File: config.mk
export PLATFORM = sky130hd
export DESIGN_NAME = byte_unstriping
export DESIGN_NICKNAME = d
export VERILOG_FILES = /design/src/rtl/byte_unstriping.sv
export SDC_FILE = /design/constraint.sdc
export NUM_CORES = 1
export LEC_CHECK = 0
export ABC_AREA = 1
export CAP_MARGIN = 10
export CORE_AREA = 2 2 84 86
export DETAILED_ROUTE_END_ITERATION = 16
export DIE_AREA = 0 0 86 88
export GPL_ROUTABILITY_DRIVEN = 0
export PLACE_DENSITY = 0.78
export REMOVE_ABC_BUFFERS = 1
export SYNTH_ARGS = -nofsm -noshare
export SYNTH_HDL_FRONTEND = slang
export SYNTH_SLANG_ARGS = --single-unit
File: constraint.sdc
create_clock -name clk -period 2.4 [get_ports clk]
set_input_delay 0.24 -clock clk [delete_from_list [all_inputs] [get_ports clk]]
set_output_delay 0.24 -clock clk [all_outputs]
set_load 0.005 [all_outputs]
File: src/rtl/byte_unstriping.sv
// Receive-side 4-lane byte unstriper: captures a 4-byte group from parallel lanes
// and re-serializes it lane 0..3, with a one-group pending buffer.
module byte_unstriping (
  input  logic       clk,
  input  logic       rst,
  input  logic       enb,
  input  logic [7:0] rx_lane0,
  input  logic [7:0] rx_lane1,
  input  logic [7:0] rx_lane2,
  input  logic [7:0] rx_lane3,
  input  logic       rx_valid,
  output logic [7:0] rx_DataS,
  output logic       rx_ValidS,
  output logic       busy,
  output logic       overflow
);

  localparam logic [7:0] INACTIVE = 8'h00;

  typedef enum logic {IDLE, SEND} state_t;

  state_t     state_q;
  logic [1:0] cnt_q;
  logic [7:0] act1_q, act2_q, act3_q;
  logic [7:0] pend0_q, pend1_q, pend2_q, pend3_q;
  logic       pend_valid_q;
  logic [7:0] data_q;
  logic       valid_q;
  logic       busy_q;
  logic       ovf_q;

  logic       load_d;
  logic       busy_d;
  logic [7:0] next_byte_d;

  always_comb begin
    load_d = (state_q == IDLE) || (cnt_q == 2'd3);
    // After the edge we are sending unless an empty load point finds no source;
    // any surviving or newly stored pending group also keeps busy high.
    busy_d = !load_d || pend_valid_q || rx_valid;
    case (cnt_q)
      2'd0:    next_byte_d = act1_q;
      2'd1:    next_byte_d = act2_q;
      default: next_byte_d = act3_q;
    endcase
  end

  always_ff @(posedge clk or posedge rst) begin
    if (rst) begin
      state_q      <= IDLE;
      cnt_q        <= '0;
      act1_q       <= '0;
      act2_q       <= '0;
      act3_q       <= '0;
      pend0_q      <= '0;
      pend1_q      <= '0;
      pend2_q      <= '0;
      pend3_q      <= '0;
      pend_valid_q <= 1'b0;
      data_q       <= INACTIVE;
      valid_q      <= 1'b0;
      busy_q       <= 1'b0;
      ovf_q        <= 1'b0;
    end else if (enb) begin
      busy_q <= busy_d;
      if (load_d) begin
        if (pend_valid_q) begin
          state_q <= SEND;
          cnt_q   <= '0;
          data_q  <= pend0_q;
          valid_q <= 1'b1;
          act1_q  <= pend1_q;
          act2_q  <= pend2_q;
          act3_q  <= pend3_q;
          // Pending drains this edge, so a coincident group refills it.
          if (rx_valid) begin
            pend0_q <= rx_lane0;
            pend1_q <= rx_lane1;
            pend2_q <= rx_lane2;
            pend3_q <= rx_lane3;
          end else begin
            pend_valid_q <= 1'b0;
          end
        end else if (rx_valid) begin
          state_q <= SEND;
          cnt_q   <= '0;
          data_q  <= rx_lane0;
          valid_q <= 1'b1;
          act1_q  <= rx_lane1;
          act2_q  <= rx_lane2;
          act3_q  <= rx_lane3;
        end else begin
          state_q <= IDLE;
          data_q  <= INACTIVE;
          valid_q <= 1'b0;
        end
      end else begin
        cnt_q   <= cnt_q + 2'd1;
        data_q  <= next_byte_d;
        valid_q <= 1'b1;
        if (rx_valid) begin
          if (!pend_valid_q) begin
            pend0_q      <= rx_lane0;
            pend1_q      <= rx_lane1;
            pend2_q      <= rx_lane2;
            pend3_q      <= rx_lane3;
            pend_valid_q <= 1'b1;
          end else begin
            ovf_q <= 1'b1;
          end
        end
      end
    end
  end

  assign rx_DataS  = data_q;
  assign rx_ValidS = valid_q;
  assign busy      = busy_q;
  assign overflow  = ovf_q;

endmodule

==> impl_metrics.env, run 1 <==
export IMPL_status="complete, no violations"
export IMPL_avgRoutedWirePerCell_um=13.3
export IMPL_top_level_ports=47
export IMPL_fmax_ghz=0.623
export IMPL_cts_path_max_buffers=2
export IMPL_p_leak_nw=2.29
export IMPL_cts_resized=0
export IMPL_critPathLaunchType="flip-flop"
export IMPL_path_buf_inv=1
export IMPL_cts_root_buf="clkbuf_8"
export IMPL_drc=0
export IMPL_crit_path_end_kind="flip-flop"
export IMPL_cts_hold_buf=0
export IMPL_syn_area_mm2=0.00354
export IMPL_drt_first_pass_iters=4
export IMPL_gr_total_overflow=0
export IMPL_synth_area_top_cells="dfrtp_1 (50%), nand2_1 (32%), nand4_1 (5.6%)"
export IMPL_wl_met2_um=4000
export IMPL_synth_top_cell_area_share_pct=50.1
export IMPL_dieArea_mm2=0.00757
export IMPL_finalSetupViolCount=0
export IMPL_critical_path_class="flip-flop to flip-flop"
export IMPL_drv_slew=0
export IMPL_place_area_mm2=0.00403
export IMPL_final_cell_area_mm2=0.00423
export IMPL_insertion_delay_ns=0.34
export IMPL_cts_setup_buffers=0
export IMPL_setup_tns_ns=0
export IMPL_start_util_pct=53.3
export IMPL_yosys_warnings=0
export IMPL_hp_class="input port to asynchronous set/reset pin"
export IMPL_viasPerCell=5.23
export IMPL_die_x_um=86
export IMPL_tightest_slew_ns=0.547
export IMPL_reg2reg_slack_ns=0.79
export IMPL_ant_nets=0
export IMPL_cts_tree="built"
export IMPL_synth_seq_cells=71
export IMPL_numCtsBuffers=9
export IMPL_grt_max_degree=72
export IMPL_cp_data_required_time_ns=2.68
export IMPL_cts_sinks=71
export IMPL_power_density_mw_per_mm2=1150
export IMPL_relSlewSlack_pct=63.5
export IMPL_cp_max_fo=9
export IMPL_critPathArrivalTime_ns=1.88
export IMPL_dp_slack_ns=0.610
export IMPL_hold_slack_ns=0.280
export IMPL_core_area_mm2=0.00664
export IMPL_met3_length_um=394
export IMPL_synthCells=482
export IMPL_drtIter0Drc=242
export IMPL_hold_violations=0
export IMPL_via_count=3167
export IMPL_dpl_hpwl_um=5330
export IMPL_ys_seq_area_share_pct=50.1
export IMPL_yosysUniqueCellTypes=21
export IMPL_skew_ns=0.00691
export IMPL_crit_chain="inv_1 > ha_1 > nor2_1 > nand2_1 > nand2_1 > nand2_1 > nand3_1"
export IMPL_io_buffers=46
export IMPL_cpMostUsedCell="nand2_1"
export IMPL_post_synth_cell_area_avg_um2=7.35
export IMPL_track_usage_pct=23.2
export IMPL_syn2layout_area_growth_pct=19.4
export IMPL_dp_cells=590
export IMPL_grt_antenna_before_repair=0
export IMPL_grt_pass1_vias=3041
export IMPL_fin_nets=560
export IMPL_row_count=30
export IMPL_maxCapViolCount=0
export IMPL_cp_top_family="simple AND/OR/NAND/NOR gates"
export IMPL_path_clk_slew_ns=0.08
export IMPL_wl_met1_um=3590
export IMPL_drive_gt1_share_pct=6.08
export IMPL_max_stage_delay_ns=0.40
export IMPL_period_needed_ns=1.61
export IMPL_stdcell_count=606
export IMPL_yosysTopAreaCell="dfrtp_1"
export IMPL_fillCellCount=620
export IMPL_worst_slack_ns=0.795
export IMPL_htreeDepth=3
export IMPL_die_h_um=88
export IMPL_rsz0062_at_grt="false"
export IMPL_irDropWorstVdd_uv=505
export IMPL_grt_pass1_wl_um=13900
export IMPL_wirelength_um=8070
export IMPL_finalCritPeriodShare_pct=66.9
export IMPL_cpMaxStageDelayCell="nor2_1"
export IMPL_top_layer="met4"
export IMPL_antenna_cells=0
-- Yosys cell counts --
| cell | instances |
|---|---|
| o21ai_0 | 3 |
| o21bai_1 | 1 |
| o21ai_1 | 1 |
| inv_1 | 16 |
| inv_2 | 2 |
| ha_1 | 3 |
| clkinv_1 | 1 |
| nor2_4 | 1 |
| nand3_2 | 2 |
| nand2_1 | 299 |
| nor2_1 | 1 |
| a21oi_1 | 1 |
| nand4_1 | 32 |
| nand3_1 | 17 |
| buf_4 | 7 |
| buf_6 | 1 |
| dfrtp_1 | 71 |
| nand2_2 | 3 |
| clkbuf_1 | 1 |
| nor2_2 | 1 |
| buf_2 | 18 |
-- per-stage QoR --
| step | total power [W] | utilization, % |
|---|---|---|
| after floorplan | 0.00318 | - |
| after global placement | 0.00381 | 60.6 |
| after detailed placement | 0.00389 | 60.6 |
| after CTS | 0.00490 | 63.7 |
| after global routing | 0.00529 | 63.7 |
| final | 0.00488 | 63.7 |
-- worst reg2reg max path, delay by kind of cell, from the launching register on --
kind                     cells  cell delay (ns)
AND/OR/NAND/NOR              5             0.76
flip-flops                   1             0.38
adder cells (fa/ha/maj)      1             0.33
buffers and inverters        1             0.08
-- where the power goes --
part	leakage, nW	switching, W	internal [W]
sequential	0.889	0.000307	0.00173
combinational	1.30	0.00115	0.000685
clock	0.104	0.000433	0.000584
-- sequential cells by signal, indices dropped and copies added (netlist names) --
name and cells:
act1_q 8, overflow 1, cnt_q 2, pend3_q 8, pend0_q 8, rx_ValidS 1, busy 1, rx_DataS 8
pend1_q 8, act3_q 8, pend2_q 8, pend_valid_q 1, act2_q 8, state_q 1
-- worst paths after layout --
kind,cells after the start,to,startpoint
worst max-delay path,7,rx_DataS[0]$_DFFE_PP0P_,cnt_q[0]$_DFFE_PP0P_
min in group clk,2,act1_q[3]$_DFFE_PP0P_,act1_q[3]$_DFFE_PP0P_
worst min-delay path,3,pend2_q[5]$_DFFE_PP0P_,rst
worst min register to register,2,act1_q[3]$_DFFE_PP0P_,act1_q[3]$_DFFE_PP0P_
max in group asynchronous,3,act1_q[5]$_DFFE_PP0P_,rst
worst max register to register,7,rx_DataS[0]$_DFFE_PP0P_,cnt_q[0]$_DFFE_PP0P_
-- routing by layer --
metal / global-route usage, % / vias up
li1: - / 1580
met1: 30.2 / 1495
met2: 39.1 / 85
met3: 4.05 / 7
met4: 8.08 / 0
met5: 0 / -
-- cell usage in the layout, fill, tap and decap left out --
cell type,synthesis,routed
clkdlybuf4s50_1,0,46
nand3_2,2,2
buf_4,7,8
nor2_1,1,1
o21bai_1,1,1
buf_12,0,1
dfrtp_1,71,71
o21ai_1,1,1
nand2_1,299,299
nand4_1,32,32
a21oi_1,1,1
inv_1,16,15
nand2_2,3,3
nor2_4,1,1
clkinv_1,1,1
ha_1,3,3
clkbuf_1,1,3
clkinv_2,0,2
inv_2,2,3
clkbuf_8,0,9
nand3_1,17,17
bufinv_16,0,2
o21ai_0,3,3
nor2_2,1,1
-- logic make-up (layout without fill, tap and decap cells) --
group | after synthesis | in the layout | synth area share (%)
AO/OA/AOI/OAI | 6 | 6 | 0.918
buffers and inverters | 46 | 90 | 6.46
flip-flops | 71 | 71 | 50.1
adder cells (fa/ha/maj) | 3 | 3 | 1.06
AND/OR/NAND/NOR | 356 | 356 | 41.4
-- cell type report --
cell class                 instances  area (um2)  share of cell area (%)
clock inverter                     4        70.1                    1.66
sequential                        71        1780                    42.0
inverter                          19        71.3                    1.69
timing repair buffer              55         541                    12.8
tap                               80         100                    2.37
clock buffer                      12         135                    3.19
multi-input combinational        365        1540                    36.3
No activity file was read; power rests on OpenSTA's default activity.
==> run 2: changes to the inputs <==
--- a/config.mk
+++ b/config.mk
@@ -7,11 +7,11 @@
 export LEC_CHECK = 0
 export ABC_AREA = 1
 export CAP_MARGIN = 10
-export CORE_AREA = 2 2 84 86
+export CORE_AREA = 2 2 88 90
 export DETAILED_ROUTE_END_ITERATION = 16
-export DIE_AREA = 0 0 86 88
+export DIE_AREA = 0 0 90 92
 export GPL_ROUTABILITY_DRIVEN = 0
-export PLACE_DENSITY = 0.78
+export PLACE_DENSITY = 0.74
 export REMOVE_ABC_BUFFERS = 1
 export SYNTH_ARGS = -nofsm -noshare
 export SYNTH_HDL_FRONTEND = slang
==> constraint.sdc (replaced) <==
create_clock -name clk -period 1.4 [get_ports clk]
set_input_delay 0.14 -clock clk [delete_from_list [all_inputs] [get_ports clk]]
set_output_delay 0.14 -clock clk [all_outputs]
set_load 0.005 [all_outputs]
==> impl_metrics.env, run 2 (same netlist as run 1, synthesis figures left out) <==
export IMPL_status="complete, no violations"
export IMPL_grt_pass1_wl_um=14300
export IMPL_cpMaxStageDelayCell="dfrtp_1"
export IMPL_crit_path_end_kind="flip-flop"
export IMPL_cp_startpoint="cnt_q[0]$_DFFE_PP0P_"
export IMPL_cts_hold_buf=0
export IMPL_critPathArrivalTime_ns=1.62
export IMPL_critPathLaunchType="flip-flop"
export IMPL_cts_root_buf="clkbuf_8"
export IMPL_cts_sinks=71
export IMPL_die_h_um=92
export IMPL_drv_slew=0
export IMPL_ant_nets=0
export IMPL_switching_power_w=0.00347
export IMPL_dieArea_mm2=0.00828
export IMPL_drtIter0Drc=234
export IMPL_io_buffers=46
export IMPL_insertion_delay_ns=0.34
export IMPL_start_util_pct=47.6
export IMPL_avgRoutedWirePerCell_um=13.3
export IMPL_intPower_w=0.00530
export IMPL_final_cell_mix="nand2_1 (297), dfrtp_1 (71), clkdlybuf4s50_1 (45)"
export IMPL_crit_chain="ha_2 > inv_4 > nand2_4 > nand2_4 > nand3_4 > buf_12 > nand2_1 > nand2_1"
export IMPL_seqPwrFrac_pct=39.8
export IMPL_critical_path_class="flip-flop to flip-flop"
export IMPL_top_level_ports=47
export IMPL_dpl_hpwl_um=5620
export IMPL_pwr_share_comb_pct=41.6
export IMPL_p_leak_nw=2.40
export IMPL_numCtsBuffers=9
export IMPL_fin_nets=574
export IMPL_drt_first_pass_iters=4
export IMPL_drc=0
export IMPL_skew_ns=0.00683
export IMPL_cp_max_fo=21
export IMPL_relSlewSlack_pct=74.2
export IMPL_gr_total_overflow=0
export IMPL_finalPower_w=0.00878
export IMPL_dp_slack_ns=-0.204
export IMPL_viasPerCell=5.06
export IMPL_wirelength_um=8540
export IMPL_antenna_cells=0
export IMPL_hp_class="input port to asynchronous set/reset pin"
export IMPL_grt_pass1_vias=3013
export IMPL_maxCapViolCount=0
export IMPL_cts_path_max_buffers=2
export IMPL_period_needed_ns=1.38
export IMPL_cp_data_required_time_ns=1.63
export IMPL_drive_gt1_share_pct=10.6
export IMPL_power_switching_share_pct=39.6
export IMPL_tightest_slew_ns=0.387
export IMPL_via_count=3250
export IMPL_hold_violations=0
export IMPL_rsz0062_at_grt="true"
export IMPL_worst_slack_ns=0.0178
export IMPL_max_stage_delay_ns=0.42
export IMPL_die_x_um=90
export IMPL_hold_slack_ns=0.171
export IMPL_finalSetupViolCount=0
export IMPL_irDropWorstVdd_uv=862
export IMPL_htreeDepth=3
export IMPL_r2r_end="pend1_q[1]$_DFFE_PP0P_"
export IMPL_reg2reg_slack_ns=0.02
export IMPL_path_clk_slew_ns=0.08
export IMPL_power_density_mw_per_mm2=1950
export IMPL_r2r_start="cnt_q[0]$_DFFE_PP0P_"
export IMPL_final_common_cell="nand2_1"
export IMPL_power_frac_clock_pct=18.6
export IMPL_finalCritPeriodShare_pct=98.7
export IMPL_core_area_mm2=0.00745
export IMPL_fmax_ghz=0.723
export IMPL_row_count=32
export IMPL_crit_path_end="pend1_q[1]$_DFFE_PP0P_"
export IMPL_syn2layout_area_growth_pct=27.2
export IMPL_cts_tree="built"
export IMPL_worst_r2r_path_depth=8
export IMPL_track_usage_pct=21.4
export IMPL_grt_antenna_before_repair=0
export IMPL_grt_max_degree=72
run 2: worst max-delay path, delay by kind of cell, from the launching register on:
family                     cells  cell delay, ns
buffers and inverters          2            0.24
DFF                            1            0.42
and+or+nand+nor                5            0.40
adders and majority gates      1            0.21
run 2: area by class of cell:
type / count / area [um2]
Multi-Input combinational cell: 366 / 1590
Inverter: 19 / 77.6
Timing Repair Buffer: 68 / 739
Clock inverter: 7 / 72.6
Tap cell: 102 / 128
Sequential cell: 71 / 1780
Fill cell: 698 / 2940
Clock buffer: 9 / 124
run 2: power by group through the flow:
stage / sequential [W] / clock (W) / combinational, W
final: 0.00349 / 0.00164 / 0.00365
after CTS: 0.00347 / 0.00167 / 0.00354
after global placement: 0.00347 / 0 / 0.00331
after global routing: 0.00359 / 0.00175 / 0.00414
after detailed placement: 0.00351 / 0 / 0.00342
after floorplan: 0.00345 / 0 / 0.00201
run 2: metal layers:
metal,global-route usage [%],up-vias,wire length (um)
met4,8.85,0,138
met2,34.3,92,4120
met3,4.27,16,446
met1,28.7,1526,3830
met5,0,-,0
li1,-,1616,-
run 2: how the worst min path moves through the flow:
stage	cells after the start	end	startpoint
4_1_cts	3	pend2_q[5]$_DFFE_PP0P_	rst
3_3_place_gp	2	pend3_q[5]$_DFFE_PP0P_	pend3_q[5]$_DFFE_PP0P_
5_1_grt	3	pend1_q[5]$_DFFE_PP0P_	rst
2_1_floorplan	2	pend0_q[0]$_DFFE_PP0P_	rx_lane0[0]
3_5_place_dp	2	act2_q[2]$_DFFE_PP0P_	act2_q[2]$_DFFE_PP0P_
6_report	3	pend1_q[6]$_DFFE_PP0P_	rst
run 2: what timing repair did:
action	4_1_cts	5_1_grt
hold endpoints to repair	0	0
pin swaps	1	1
gates cloned	1	0
resized for setup	8	14
setup endpoints to repair	53	67
setup buffers	1	1
run 2: through the flow:
stage | setup TNS, ns | std cells | cell area, um2 | utilization [%]
after detailed placement | -8.67 | 623 | 4190 | 56.2
after CTS | -0.000166 | 641 | 4440 | 59.6
after global placement | -5.89 | 623 | 4190 | 56.2
after floorplan | -78.27 | 455 | 3390 | -
after global routing | -1.39 | 642 | 4510 | 60.5
final | 0 | 642 | 4510 | 60.5
